File: src/rtl/ed25519_pkg.sv
// Shared definitions for the ed25519 operand-bank arbiter: FSM encoding,
// protected constant-region bounds and the maximum read burst length.
package ed25519_pkg;

  typedef enum logic [1:0] {
    ST_IDLE   = 2'd0,
    ST_WRITE  = 2'd1,
    ST_RBURST = 2'd2
  } state_t;

  localparam int unsigned ADDR_W = 9;
  localparam int unsigned DATA_W = 32;

  localparam int unsigned DEF_PROT_LO_END  = 15;
  localparam int unsigned DEF_PROT_HI_BASE = 112;
  localparam int unsigned DEF_PROT_HI_END  = 135;

  // A burst length field of zero encodes BURST_MAX beats.
  localparam int unsigned BURST_MAX = 16;
  localparam int unsigned BEAT_W    = $clog2(BURST_MAX);

  localparam logic GRANT_WR = 1'b0;
  localparam logic GRANT_RD = 1'b1;

endpackage

File: src/rtl/ed25519_addr_guard.sv
// Flags word addresses inside the protected low/high constant regions
// (bounds inclusive); purely combinational.
module ed25519_addr_guard
  import ed25519_pkg::*;
#(
  parameter int unsigned PROT_LO_END  = DEF_PROT_LO_END,
  parameter int unsigned PROT_HI_BASE = DEF_PROT_HI_BASE,
  parameter int unsigned PROT_HI_END  = DEF_PROT_HI_END
) (
  input  logic [ADDR_W-1:0] addr,
  output logic              prot
);

  localparam logic [ADDR_W-1:0] LO_END  = ADDR_W'(PROT_LO_END);
  localparam logic [ADDR_W-1:0] HI_BASE = ADDR_W'(PROT_HI_BASE);
  localparam logic [ADDR_W-1:0] HI_END  = ADDR_W'(PROT_HI_END);

  assign prot = (addr <= LO_END) || ((addr >= HI_BASE) && (addr <= HI_END));

endmodule

File: src/rtl/ed25519_bank_arbiter.sv
// Arbitrates one single-word writer and one burst reader onto a single bank port.
// Write ack 1 cycle after grant; read data 1 cycle behind each address; losers wait in IDLE.
module ed25519_bank_arbiter
  import ed25519_pkg::*;
#(
  parameter int unsigned PROT_LO_END  = DEF_PROT_LO_END,
  parameter int unsigned PROT_HI_BASE = DEF_PROT_HI_BASE,
  parameter int unsigned PROT_HI_END  = DEF_PROT_HI_END
) (
  input  logic              iClk,
  input  logic              iRstn,
  input  logic              iW_req,
  input  logic [ADDR_W-1:0] iW_addr,
  input  logic [DATA_W-1:0] iW_data,
  output logic              oW_ack,
  output logic              oW_err,
  input  logic              iR_req,
  input  logic [ADDR_W-1:0] iR_addr,
  input  logic [BEAT_W-1:0] iR_len,
  output logic              oR_ack,
  output logic              oR_valid,
  output logic [DATA_W-1:0] oR_data,
  output logic              oR_last,
  output logic [ADDR_W-1:0] oBank_addr,
  output logic              oBank_wr,
  output logic [DATA_W-1:0] oBank_wdata,
  input  logic [DATA_W-1:0] iBank_rdata
);

  state_t              state;
  state_t              state_nxt;
  logic                last_grant;
  logic [ADDR_W-1:0]   w_addr;
  logic [DATA_W-1:0]   w_data;
  logic [ADDR_W-1:0]   r_addr;
  logic [BEAT_W-1:0]   beat;
  logic [BEAT_W-1:0]   last_idx;
  logic                rd_vld;
  logic                rd_last;
  logic                w_prot;
  logic                grant_w;
  logic                grant_r;
  logic                burst_end;

  ed25519_addr_guard #(
    .PROT_LO_END  (PROT_LO_END),
    .PROT_HI_BASE (PROT_HI_BASE),
    .PROT_HI_END  (PROT_HI_END)
  ) u_guard (
    .addr (w_addr),
    .prot (w_prot)
  );

  // On a tie the requester that was not served last wins, so neither side starves.
  assign grant_w   = (state == ST_IDLE) && iW_req && (!iR_req || (last_grant == GRANT_RD));
  assign grant_r   = (state == ST_IDLE) && iR_req && !grant_w;
  assign burst_end = (state == ST_RBURST) && (beat == last_idx);

  always_ff @(posedge iClk or negedge iRstn) begin
    if (!iRstn) begin
      state      <= ST_IDLE;
      last_grant <= GRANT_RD;
      w_addr     <= '0;
      w_data     <= '0;
      r_addr     <= '0;
      beat       <= '0;
      last_idx   <= '0;
      rd_vld     <= 1'b0;
      rd_last    <= 1'b0;
    end else begin
      state   <= state_nxt;
      rd_vld  <= (state == ST_RBURST);
      rd_last <= burst_end;
      case (state)
        ST_IDLE: begin
          if (grant_w) begin
            w_addr     <= iW_addr;
            w_data     <= iW_data;
            last_grant <= GRANT_WR;
          end else if (grant_r) begin
            r_addr     <= iR_addr;
            beat       <= '0;
            // Length 0 wraps to the all-ones index, i.e. a full BURST_MAX burst.
            last_idx   <= iR_len - BEAT_W'(1);
            last_grant <= GRANT_RD;
          end
        end
        ST_RBURST: begin
          r_addr <= r_addr + ADDR_W'(1);
          beat   <= beat + BEAT_W'(1);
        end
        default: ;
      endcase
    end
  end

  always_comb begin
    state_nxt   = state;
    oW_ack      = 1'b0;
    oW_err      = 1'b0;
    oR_ack      = 1'b0;
    oBank_addr  = '0;
    oBank_wr    = 1'b0;
    oBank_wdata = '0;
    case (state)
      ST_IDLE: begin
        if (grant_w) begin
          state_nxt = ST_WRITE;
        end else if (grant_r) begin
          state_nxt = ST_RBURST;
        end
      end
      ST_WRITE: begin
        oW_ack    = 1'b1;
        oW_err    = w_prot;
        state_nxt = ST_IDLE;
        if (!w_prot) begin
          oBank_wr    = 1'b1;
          oBank_addr  = w_addr;
          oBank_wdata = w_data;
        end
      end
      ST_RBURST: begin
        oBank_addr = r_addr;
        oR_ack     = (beat == '0);
        if (burst_end) begin
          state_nxt = ST_IDLE;
        end
      end
      default: state_nxt = ST_IDLE;
    endcase
  end

  assign oR_valid = rd_vld;
  assign oR_last  = rd_last;
  assign oR_data  = rd_vld ? iBank_rdata : '0;

endmodule

File: config.mk
export PLATFORM = sky130hd
export DESIGN_NAME = ed25519_bank_arbiter
export DESIGN_NICKNAME = d
export VERILOG_FILES = /design/src/rtl/ed25519_pkg.sv /design/src/rtl/ed25519_addr_guard.sv /design/src/rtl/ed25519_bank_arbiter.sv
export SDC_FILE = /design/constraint.sdc
export NUM_CORES = 1
export LEC_CHECK = 0
export BUFFER_PORTS_ARGS = -buffer_cell sky130_fd_sc_hd__buf_2
export CORE_AREA = 2 2 96 98
export CTS_CLUSTER_DIAMETER = 150
export DETAILED_ROUTE_END_ITERATION = 12
export DIE_AREA = 0 0 98 100
export GPL_TIMING_DRIVEN = 0
export PLACE_DENSITY_LB_ADDON = 0.08
export SETUP_SLACK_MARGIN = 0.15
export SLEW_MARGIN = 20
export SYNTH_ARGS = -nofsm -noshare
export SYNTH_HDL_FRONTEND = slang
export SYNTH_HIERARCHICAL = 1
export SYNTH_SLANG_ARGS = --single-unit
export TNS_END_PERCENT = 30
File: constraint.sdc
create_clock -name iClk -period 1.8 [get_ports iClk]
set_clock_uncertainty 0.15 [all_clocks]
set_input_delay 0.18 -clock iClk [delete_from_list [all_inputs] [get_ports iClk]]
set_output_delay 0.18 -clock iClk [all_outputs]
set_load 0.05 [all_outputs]
# After elaboration in Yosys (flattened, before gate mapping)
# Cells that the tools add are included.
[word_totals]
regBits = 63
input_bits = 90
out_inout_bits = 79
wordCells = 64
[op_classes]
add_sub_neg = 3
magnitude_cmp = 3
n_eq_ne = 7
muxes = 22
bitwise = 1
n_reduce_logical = 19
[ops]
columns = ["operator", "n"]
rows = [
  ["32-bit 2-to-1 mux", 3],
  ["9-bit case mux with 2 select lines", 2],
  ["9-bit 2-to-1 mux", 3],
  ["9-bit by 1-bit adder with 9-bit output, second input constant", 1],
  ["9-bit by 7-bit greater-or-equal comparator with 1-bit output, second input constant", 1],
  ["9-bit by 4-bit less-or-equal comparator with 1-bit output, second input constant", 1],
  ["9-bit by 8-bit less-or-equal comparator with 1-bit output, second input constant", 1],
  ["4-bit 2-to-1 mux", 2],
  ["4-bit case mux with 2 select lines", 1],
  ["1-bit 2-to-1 mux", 7],
  ["1-bit logical AND", 6],
  ["2-bit 2-to-1 mux", 3],
  ["2-bit != test, second input constant", 3],
  ["2-bit AND reduction", 3],
  ["3-bit AND reduction", 2],
  ["4-bit by 1-bit adder with 4-bit output, second input constant", 1],
  ["4-bit == test", 1],
  ["4-bit zero test", 1],
  ["2-bit case mux with 2 select lines", 1],
  ["2-bit nonzero test", 2],
  ["4-bit by 1-bit subtractor with 4-bit output, second input constant", 1],
  ["3-bit != test, second input constant", 1],
  ["2-bit by 1-bit == test with 1-bit output, second input constant", 1],
  ["2-bit == test, second input constant", 1],
  ["other kinds (4)", 6],
]

# Logic depth before layout (Yosys ltp)
# Gate-level depths: netlist of the first run.
[depth]
depth_word = 8
depth_mapped = 8
depth_no_buf = 6

# By module
# The synthesis of the first run kept the hierarchy.
[modules_own_cells]
columns = ["mod", "instances", "cells_per_inst", "area_each_um2", "seq_area_each_um2"]
rows = [
  ["ed25519_bank_arbiter", 1, 334, 3653.5, 1577.8],
  ["ed25519_addr_guard", 1, 3, 25.0, 0.0],
]

# Worst setup path after synthesis of the first run
# OpenSTA, ideal clock, no wires.
[synth_timing]
kind = "reg-to-output"
start = "reg state[1]"
end = "out oBank_addr[0]"
t_arrival_ns = 2.779
path_slack_ns = -1.309
stages_incl_launch_ff = 7
n_path_buf = 1
path_cell_list = "dfrtp_1 > inv_1 > ha_1 > nor2b_1 > clkbuf_1 > nand2_1 > a21boi_0"
[synth_via]
elab_chain_len = 2
word_cells_on_any_way = 3
cone_classes = "eq/ne (2); mux (1)"
[synth_rtl]
columns = ["element", "line", "text"]
rows = [
  ["from (decl)", "ed25519_bank_arbiter.sv:30", "state_t state;"],
  ["from (signal assigned)", "ed25519_bank_arbiter.sv:71", "state <= state_nxt;"],
  ["2-bit == test / 2-bit by 1-bit == test with 1-bit output (equally long branches)", "ed25519_bank_arbiter.sv:105", "case (state)"],
  ["9-bit case mux with 2 select lines *", "ed25519_bank_arbiter.sv:105", ""],
  ["to (decl)", "ed25519_bank_arbiter.sv:24", "output logic [ADDR_W-1:0] oBank_addr,"],
]
# Mark *: on every way between the ends. The rest lies on a longest branch, timed or not.

# Worst setup path after layout of the first run
[layout_timing]
start = "reg w_addr[7]"
end = "out oBank_wdata[7]"
[layout_via]
elab_chain_len = 5
word_cells_on_any_way = 7
cone_classes = "order compare (3); mux (2); reduce/logical (2)"
[layout_rtl]
columns = ["element", "line", "text"]
rows = [
  ["from (decl)", "ed25519_bank_arbiter.sv:33", "logic [ADDR_W-1:0] w_addr;"],
  ["from (signal assigned)", "ed25519_bank_arbiter.sv:77", "w_addr <= iW_addr;"],
  ["9-bit by 7-bit greater-or-equal comparator with 1-bit output / 9-bit by 8-bit less-or-equal comparator with 1-bit output (equally long branches)", "ed25519_addr_guard.sv:18", "assign prot = (addr <= LO_END) || ((addr >= HI_BASE) && (addr <= HI_END));"],
  ["1-bit logical AND", "ed25519_addr_guard.sv:18", ""],
  ["1-bit logical OR *", "ed25519_addr_guard.sv:18", ""],
  ["named net w_prot", "ed25519_bank_arbiter.sv:40", "logic w_prot;"],
  ["32-bit 2-to-1 mux *", "ed25519_bank_arbiter.sv:117", "if (!w_prot) begin"],
  ["32-bit 2-to-1 mux *", "ed25519_bank_arbiter.sv:105", ""],
  ["to (decl)", "ed25519_bank_arbiter.sv:26", "output logic [DATA_W-1:0] oBank_wdata,"],
]
# The timed path passes the listed nets; every way through them passes the cells marked *.

==> results.json, run 1 <==
{
  "cellLeakagePower_nw": 3.02,
  "nFillCells": 704,
  "timing.slew.headroom": 0.737,
  "max-vdd-ir-drop_uv": 788,
  "portBuffers": 168,
  "worstMarginPinSlew_ps": 395,
  "ys_types": 49,
  "cts_max_level": 3,
  "critPathCaptureType": "primary output",
  "path_delay_family": "compound AO/OA/AOI/OAI gates",
  "layout-drive-gt1-share": 0.555,
  "hold_end": "r_addr[8]",
  "internal_power_w": 0.00628,
  "maxCapViolCount": 0,
  "die_area_um2": 9800,
  "power-per-cell-area_nw_per_um2": 1850,
  "slew_viol_final": 0,
  "ioPinCount": 169,
  "crit_path_max_fanout": 10,
  "synth_nets": 435,
  "crit_path_top_delay_cell": "a2111o_1",
  "vias": 3334,
  "ys_ff_latch": 63,
  "final_net_count": 670,
  "holdPathStages": 3,
  "async_flop_share": 1.00,
  "cts_tree": "done",
  "fmax_mhz": 431,
  "grt_pass1_wl_mm": 16.1,
  "fin_util": 0.684,
  "startpoint_type": "register",
  "area_growth_pct": 65.3,
  "r2r-start": "state[0]",
  "clk_latency_ps": 340,
  "cts_made_buffers": 9,
  "synth-edff-count": 0,
  "fin_crit_ps": 2320,
  "synthesis.instances": 337,
  "grt_pass1_vias": 3311,
  "seq_power_share": 0.241,
  "finalHoldViolations": 0,
  "setup.worst_path.start": "w_addr[7]",
  "violations": "setup timing",
  "synth.cell_area_um2": 3680,
  "finalSetupViolations": 88,
  "required_ps": 1470,
  "grt_max_degree": 36,
  "cp.arrival_ps": 1990,
  "clock_power_share": 0.114,
  "vias_per_cell": 4.85,
  "yosysSeqAreaShare": 0.429,
  "final_common_cell": "buf_2",
  "drt-initial-drc-count": 114,
  "antenna_left": 0,
  "layout_common_cells": "buf_2 (93), buf_4 (63), dfrtp_1 (59)",
  "dpl_worst_slack_ps": -305,
  "drc": 0,
  "num_antenna_cells": 0,
  "start_util": 0.414,
  "grt_use_total": 0.204,
  "min_from": "iR_addr[8]",
  "yosysWarnings": 6,
  "cts-root-buf": "clkbuf_8",
  "synth_flop_cell": "dfrtp_1",
  "wl_per_cell_um": 14.2,
  "hold_path.class": "in2reg",
  "wl_mm": 9.75,
  "cpPeakStageDelay_ps": 430,
  "gr-total-overflow": 0,
  "switching_power_w": 0.00498,
  "hpwlAfterDp_mm": 6.74,
  "die_x_um": 98,
  "clock_path_buffers": 2,
  "clk_pin_slew_ps": 70,
  "avgSynthCellArea_um2": 10.9,
  "r2r_slack_ps": -160,
  "rsz0062_at_grt": "yes",
  "std_cell_rows": 35,
  "core-area_um2": 8890,
  "path_class": "reg2out",
  "swShare": 0.442,
  "fin_crit_sh": 1.29,
  "status": "complete, but fails checks",
  "layout_setup_ws_ps": -522,
  "routabilityCongestion": 0.773,
  "dr.pass1.iters": 4,
  "r2r-end": "w_data[6]",
  "crit_buf_inv": 2,
  "whs_ps": 27.3,
  "antenna_found_initial": 0,
  "worstRegToRegCells": 7,
  "combPwrFrac": 0.645,
  "die_y_um": 100,
  "cp_cell_sequence": "a2111o_1 > a21oi_2 > nor2b_4 > clkbuf_8 > and2_2 > buf_6",
  "clkSinkCount": 63
}
synthesized netlist by cell type (4+ instances only):
library cell / instances / area [um2]
nor2b_1: 9 / 56.3
and2_1: 67 / 419
a21boi_0: 5 / 37.5
nand2_1: 22 / 82.6
a21oi_1: 8 / 40.0
nand4_1: 4 / 25.0
dfrtp_1: 62 / 1550
xnor2_1: 6 / 52.6
a22oi_1: 6 / 45.0
o21ai_0: 11 / 55.1
nor3_1: 5 / 25.0
mux2_4: 39 / 586
buf_6: 6 / 67.6
nand3_1: 6 / 30.0
clkbuf_1: 9 / 33.8
nor2_1: 8 / 30.0
ha_1: 8 / 100
inv_1: 9 / 33.8
metrics by stage:
stage          cells  TNS (ps)  instance area, um2  total power, W
3_5_place_dp     617    -21530                4970         0.00910
5_1_grt          688    -33320                6080          0.0119
6_report         688    -27050                6080          0.0113
3_3_place_gp     616    -20230                4950         0.00900
4_1_cts          687    -31610                6010          0.0111
2_1_floorplan    337     -3970                3970         0.00786
timing repair:
item	in CTS	in global routing
gates resized for setup	103	33
endpoints found under the setup margin	133	135
hold buffers	49	0
buffers inserted	4	1
gates cloned	1	0
pin swaps	8	10
endpoints found under the hold margin	109	0
state kept, by name, indices dropped and copies added (netlist names):
name and cells:
r_addr 9, oR_valid 1, last_idx 4, oR_last 1, beat 4, w_addr 9, w_data 32, state 2
last_grant 1
per-layer routing:
layer,vias to the layer above,wire length [um],global-route usage
met5,-,0,0
met4,0,120,0.0716
met3,10,650,0.0536
met2,115,4920,0.360
met1,1577,4050,0.240
li1,1632,-,-
cell families (layout without fill, tap and decap cells):
logic type / Yosys count / in the layout / synth area share
adder cells (fa/ha/maj): 8 / 8 / 0.0272
AO/OA/AOI/OAI: 54 / 54 / 0.105
multiplexers: 45 / 45 / 0.177
flip-flops: 63 / 63 / 0.429
XOR/XNOR: 6 / 6 / 0.0143
buffers and inverters: 28 / 268 / 0.0418
AND/OR/NAND/NOR: 133 / 133 / 0.206
power groups by stage:
stage          combinational [W]  sequential, W  clock [W]
2_1_floorplan            0.00522        0.00264          0
3_3_place_gp             0.00630        0.00271          0
3_5_place_dp             0.00637        0.00273          0
4_1_cts                  0.00708        0.00269    0.00132
5_1_grt                  0.00774        0.00281    0.00138
6_report                 0.00727        0.00272    0.00128
worst max path at each step:
stage | to | slack [ps] | depth (start not counted)
2_1_floorplan | w_addr[0] | -70 | 7
4_1_cts | oBank_addr[8] | -580 | 7
3_5_place_dp | oBank_addr[3] | -300 | 7
6_report | oBank_wdata[7] | -520 | 6
3_3_place_gp | oBank_addr[8] | -300 | 7
5_1_grt | oBank_addr[8] | -610 | 7
area by class of cell:
| class | instances | area [um2] | share of cell area |
|---|---|---|---|
| multi-input combinational | 246 | 2240 | 0.368 |
| timing repair buffer | 224 | 1670 | 0.274 |
| sequential | 63 | 1580 | 0.260 |
| buffer | 19 | 210 | 0.0346 |
| clock buffer | 13 | 169 | 0.0278 |
| tap | 111 | 139 | 0.0228 |
| clock inverter | 3 | 40.0 | 0.00658 |
| inverter | 9 | 38.8 | 0.00638 |
worst register-to-register path: cells and delay by family, from the launching register on:
kind / cells / cell delay [ps]
AND/OR/NAND/NOR: 2 / 310
flip-flops: 1 / 450
multiplexers: 1 / 300
buffers and inverters: 3 / 450
adder cells (fa/ha/maj): 1 / 180
No activity file was read; power rests on OpenSTA's default activity.
==> inputs of run 2 (changes only) <==
--- a/config.mk
+++ b/config.mk
@@ -6,16 +6,16 @@
 export NUM_CORES = 1
 export LEC_CHECK = 0
 export BUFFER_PORTS_ARGS = -buffer_cell sky130_fd_sc_hd__buf_2
-export CORE_AREA = 2 2 96 98
+export CORE_AREA = 2 2 99 101
 export CTS_CLUSTER_DIAMETER = 150
 export DETAILED_ROUTE_END_ITERATION = 12
-export DIE_AREA = 0 0 98 100
+export DIE_AREA = 0 0 101 103
 export GPL_TIMING_DRIVEN = 0
+export MAX_ROUTING_LAYER = met4
 export PLACE_DENSITY_LB_ADDON = 0.08
 export SETUP_SLACK_MARGIN = 0.15
 export SLEW_MARGIN = 20
 export SYNTH_ARGS = -nofsm -noshare
 export SYNTH_HDL_FRONTEND = slang
-export SYNTH_HIERARCHICAL = 1
 export SYNTH_SLANG_ARGS = --single-unit
 export TNS_END_PERCENT = 30
==> run 2 against run 1 <==
Net effect: the flow still finishes with violations (setup timing); synthesized area decreased by 3.4%; sequential power decreased by 1%; utilization decreased by 3.5 points; via count increased by 1.3%; synthesized cell count decreased by 2.7%; global-route usage decreased by 0.34 points; combinational power decreased by 6.7%; power decreased by 5.1%; hold slack got worse by 23 ps; routed wire length increased by 7.2%; worst setup slack got worse by 90 ps; non-clock buffer count increased by 9; critical endpoint is now oBank_wdata[17]; highest routed layer unchanged.
==> results.json, run 2 <==
{
  "status": "complete, but fails checks",
  "violations": "setup timing",
  "cpPeakStageDelay_ps": 550,
  "finalSetupViolations": 83,
  "synthesis.instances": 328,
  "die_x_um": 101,
  "cp_cell_sequence": "or4_4 > a31oi_4 > nor2b_4 > buf_6 > and2_4 > buf_6",
  "die_y_um": 103,
  "gr-total-overflow": 0,
  "startpoint_type": "register",
  "portBuffers": 168,
  "layout_common_cells": "buf_2 (92), buf_6 (74), dfrtp_1 (57)",
  "num_antenna_cells": 0,
  "cellLeakagePower_nw": 2.92,
  "slew_viol_final": 0,
  "worstMarginPinSlew_ps": 483,
  "clk_pin_slew_ps": 70,
  "fin_crit_ps": 2410,
  "vias_per_cell": 4.88,
  "routabilityCongestion": 0.736,
  "power-per-cell-area_nw_per_um2": 1740,
  "drc": 0,
  "antenna_found_initial": 0,
  "synth_area_leaders": "dfrtp_1 (44%), mux2_2 (13%), and2_4 (7.1%), and2_1 (6.0%), ha_1 (2.5%)",
  "path_class": "reg2out",
  "yosysTopAreaCell": "dfrtp_1",
  "crit_buf_inv": 2,
  "grt_pass1_wl_mm": 15.7,
  "avgSynthCellArea_um2": 10.8,
  "ys_types": 52,
  "antenna_left": 0,
  "hold_path.class": "in2reg",
  "synth_most_common_cell": "dfrtp_1",
  "cp.arrival_ps": 2080,
  "area_growth_pct": 72.9,
  "crit_top_cell": "buf_6",
  "yosysSeqAreaShare": 0.444,
  "ys_ff_latch": 63,
  "clock_path_buffers": 2,
  "regMostFlops": "w_data",
  "fmax_mhz": 415,
  "final_net_count": 670,
  "grt_pass1_vias": 3318,
  "largest_register_ff_count": 32,
  "wl_per_cell_um": 15.1,
  "cts-root-buf": "clkbuf_8",
  "cts_max_level": 3,
  "std_cell_rows": 36,
  "timing.slew.headroom": 0.678,
  "cts_made_buffers": 9,
  "reg.largest.list": "w_data: 32 flops, r_addr: 9 flops, w_addr: 9 flops",
  "fin_crit_sh": 1.34,
  "final_common_cell": "buf_2",
  "crit_path_top_delay_cell": "or4_4",
  "fin_area_um2": 6140,
  "grt_use_total": 0.200,
  "crit_path_max_fanout": 10,
  "final.setup.tns_ps": -26690,
  "rsz0062_at_grt": "yes",
  "drt-initial-drc-count": 75,
  "die_area_um2": 10400,
  "required_ps": 1470,
  "cts_tree": "done",
  "dr.pass1.iters": 4,
  "synth_top_cells_by_count": "dfrtp_1 (62), mux2_2 (42), and2_1 (34)",
  "start_util": 0.376,
  "hpwlAfterDp_mm": 7.00,
  "async_flop_share": 1.00,
  "synth.cell_area_um2": 3550,
  "netlist.area_leader.share": 0.437,
  "finalHoldViolations": 0,
  "synth_flop_cell": "dfrtp_1",
  "core-area_um2": 9460,
  "path_delay_family": "simple AND/OR/NAND/NOR gates",
  "clkSinkCount": 63,
  "synth_nets": 425,
  "maxCapViolCount": 0,
  "wl_mm": 10.5,
  "max-vdd-ir-drop_uv": 918,
  "place_area_um2": 4710,
  "layout_setup_ws_ps": -612,
  "synth-edff-count": 0,
  "yosysWarnings": 0,
  "layout-drive-gt1-share": 0.576,
  "clk_latency_ps": 340,
  "grt_max_degree": 33,
  "ioPinCount": 169,
  "critPathCaptureType": "primary output",
  "vias": 3377
}
[run 2: cell count changes in the layout (fill, tap and decap cells not counted), sizes merged, moves of 5 or more]
cell   previous run  this run
o21ai            11        16
buf             188       197
nor2b             9         2
a22oi             6         1
and3              2         7
a22o              0         5
[run 2: worst min-delay path, stage by stage]
cell and delay (ps):
buf_2 80, mux2i_1 60, o21ai_0 130
[run 2: power breakdown]
part | leakage [nW] | total [W] | internal [W] | switching (W)
logic | 2.07 | 0.00678 | 0.00311 | 0.00366
registers | 0.750 | 0.00268 | 0.00212 | 0.000560
clock network | 0.0992 | 0.00124 | 0.000641 | 0.000596
total | 2.92 | 0.0107 | 0.00587 | 0.00482
[run 2: area by class of cell]
class,instances,area (um2)
clock buffers,9,124
well taps,114,143
flip-flops and latches,63,1580
multi-input cells,236,2030
repair buffers,234,1940
inverters,11,46.3
clock inverters,7,73.8
fillers,760,3320
plain buffers,18,204
[run 2: timing repair]
| action | CTS | global route |
|---|---|---|
| setup buffers | 12 | 4 |
| hold endpoints to repair | 82 | 0 |
| pin swaps | 11 | 6 |
| hold buffers | 48 | 0 |
| resized for setup | 165 | 37 |
| endpoints found under the setup margin | 136 | 131 |
| cloned | 1 | 0 |
[run 2: final timing paths]
kind                       slack, ps  cells after the start         endpoint       start
hold reg to reg                  360                      1        w_data[0]   w_data[0]
hold / removal                     4                      3        r_addr[1]  iR_addr[1]
max in group asynchronous        790                      3        w_addr[4]       iRstn
min in group asynchronous        170                      2          beat[1]       iRstn
setup / recovery                -610                      6  oBank_wdata[17]   w_addr[7]
setup reg to reg                 -80                      6       w_data[23]    state[1]
[run 2: cell families (layout without fill, tap and decap cells)]
logic type	count (synthesis)	count (layout)	share of synthesized area
flops	63	63	0.444
simple gates	121	121	0.218
fa+ha+maj	7	7	0.0246
compound gates	53	53	0.107
xor+xnor	6	6	0.0148
buf+inv	29	279	0.0387
mux	49	49	0.153
[run 2: metrics by stage]
stage	cells	total power [W]	util	worst slack [ps]	hold slack [ps]
final	692	0.0107	0.649	-612	4.31
after global routing	692	0.0113	0.649	-674	29.8
after CTS	688	0.0105	0.633	-661	5.06
after detailed placement	611	0.00806	0.498	-466	5.31
after global placement	610	0.00796	0.496	-437	262
after floorplan	328	0.00689	-	-204	-266
[run 2: layer usage]
metal  vias to the layer above  GRT usage  routed length [um]
met4                         0     0.0603                 110
met1                      1625      0.225                4280
li1                       1644          -                   -
met2                        99      0.360                5570
met5                         -          -                   0
met3                         9     0.0407                 490
==> inputs of run 3 (changes only) <==
--- a/config.mk
+++ b/config.mk
@@ -7,12 +7,12 @@
 export LEC_CHECK = 0
 export BUFFER_PORTS_ARGS = -buffer_cell sky130_fd_sc_hd__buf_2
 export CORE_AREA = 2 2 99 101
-export CTS_CLUSTER_DIAMETER = 150
 export DETAILED_ROUTE_END_ITERATION = 12
 export DIE_AREA = 0 0 101 103
 export GPL_TIMING_DRIVEN = 0
+export HOLD_SLACK_MARGIN = 0.03
 export MAX_ROUTING_LAYER = met4
-export PLACE_DENSITY_LB_ADDON = 0.08
+export PLACE_DENSITY = 0.78
 export SETUP_SLACK_MARGIN = 0.15
 export SLEW_MARGIN = 20
 export SYNTH_ARGS = -nofsm -noshare
==> run 3 against run 2 <==
Net effect: sequential power increased by 4%; final area shrank 1.2%; sequential share of layout area increased by 0.32 points; routed wire length is 19% higher; combinational power barely moved; die area unchanged; first-iteration DRC count up 110%; critical endpoint is now oBank_wdata[19]; the run still ends with setup timing left.
==> results.json, run 3 (synthesized netlist as in run 2, its figures left out) <==
{
  "final_net_count": 663,
  "worstMarginPinSlew_ps": 812,
  "layout_setup_ws_ps": -677,
  "largest_register_ff_count": 32,
  "timing.slew.headroom": 0.459,
  "power.total_w": 0.0107,
  "cellLeakagePower_nw": 2.86,
  "finalSetupViolations": 85,
  "drc": 0,
  "cts_tree": "done",
  "layout-drive-gt1-share": 0.576,
  "hpwlAfterDp_mm": 7.45,
  "slew_viol_final": 0,
  "std_cell_rows": 36,
  "clkSinkCount": 63,
  "vias": 3591,
  "die_y_um": 103,
  "routabilityCongestion": 0.859,
  "regMostFlops": "w_data",
  "path_class": "reg2out",
  "rsz0062_at_grt": "yes",
  "num_antenna_cells": 0,
  "clk_latency_ps": 340,
  "wl_mm": 12.4,
  "cp.arrival_ps": 2150,
  "finalHoldViolations": 0,
  "gr-total-overflow": 0,
  "critPathCaptureType": "primary output",
  "area_growth_pct": 70.8,
  "fmax_mhz": 404,
  "final_common_cell": "buf_2",
  "cts-root-buf": "clkbuf_8",
  "violations": "setup timing",
  "maxCapViolCount": 0,
  "start_util": 0.376,
  "vias_per_cell": 5.24,
  "antenna_found_initial": 0,
  "clock_path_buffers": 2,
  "fin_crit_sh": 1.38,
  "antenna_left": 0,
  "layout_common_cells": "buf_2 (92), buf_6 (76), dfrtp_1 (56)",
  "cts_max_level": 3,
  "die_area_um2": 10400,
  "clk_pin_slew_ps": 80,
  "status": "complete, but fails checks",
  "grt_max_degree": 64,
  "die_x_um": 101,
  "wl_per_cell_um": 18.1,
  "startpoint_type": "register",
  "drt-initial-drc-count": 160,
  "required_ps": 1470,
  "grt_use_total": 0.230,
  "reg.largest.list": "w_data: 32 flops, r_addr: 9 flops, w_addr: 9 flops",
  "fin_crit_ps": 2480,
  "dr.pass1.iters": 4,
  "portBuffers": 168,
  "grt_pass1_vias": 3648,
  "core-area_um2": 9460,
  "max-vdd-ir-drop_uv": 1230,
  "ioPinCount": 169,
  "crit_path_max_fanout": 8,
  "cts_made_buffers": 9,
  "power-per-cell-area_nw_per_um2": 1760,
  "grt_pass1_wl_mm": 17.9,
  "hold_path.class": "in2reg",
  "dpl_worst_slack_ps": -453
}
## run 3: final cells by class
cell class	count	area [um2]
clock inverter	7	48.8
clock buffer	9	124
timing repair buffer	227	1890
buffer	18	210
tap	114	143
multi-input combinational	236	2030
fill	684	3390
inverter	11	42.5
sequential	63	1590
## run 3: worst max-delay path, stage by stage, from the launching register on
cell	delay, ps
dfrtp_2	440
or4_4	550
a31oi_4	250
nor2b_4	120
buf_6	150
and2_4	140
buf_6	150
## run 3: where the power goes
group / internal (W) / leakage (nW) / switching [W]
Clock: 0.000498 / 0.0776 / 0.000601
Combinational: 0.00301 / 2.03 / 0.00376
Sequential: 0.00212 / 0.749 / 0.000671
## run 3: routing by layer
| metal | part of all wire | global-route usage | vias up |
|---|---|---|---|
| li1 | - | - | 1624 |
| met3 | 0.077 | 0.0515 | 19 |
| met4 | 0.017 | 0.0561 | 0 |
| met2 | 0.53 | 0.429 | 195 |
| met1 | 0.38 | 0.248 | 1753 |
| met5 | 0 | - | - |
## run 3: stage by stage
step | hold slack [ps] | utilization | cell area (um2) | std cells | TNS [ps]
after floorplan | -266 | - | 3710 | 328 | -9560
after global placement | 261 | 0.496 | 4690 | 610 | -31080
after detailed placement | 176 | 0.496 | 4690 | 610 | -33750
after CTS | 36.2 | 0.624 | 5900 | 682 | -28600
after global routing | 62.0 | 0.642 | 6070 | 685 | -34690
final | 61.5 | 0.642 | 6070 | 685 | -29450
## run 3: worst paths after layout
| kind | to | from | slack, ps | cells past startpoint |
|---|---|---|---|---|
| max | oBank_wdata[19] | w_addr[5] | -680 | 6 |
| min | r_addr[6] | iR_addr[6] | 60 | 3 |
| max reg2reg | w_data[9] | state[1] | -90 | 6 |
| min reg2reg | last_idx[3] | last_idx[3] | 360 | 2 |
| max in group asynchronous | w_addr[6] | iRstn | 550 | 2 |
| min in group asynchronous | state[0] | iRstn | 380 | 2 |
## run 3: timing repair
action / CTS / global route
setup endpoints to repair: 134 / 132
hold buffers: 51 / 0
setup buffers: 4 / 2
cloned: 1 / 1
gates resized for setup: 161 / 47
pin swaps: 6 / 6
hold endpoints to repair: 111 / 0
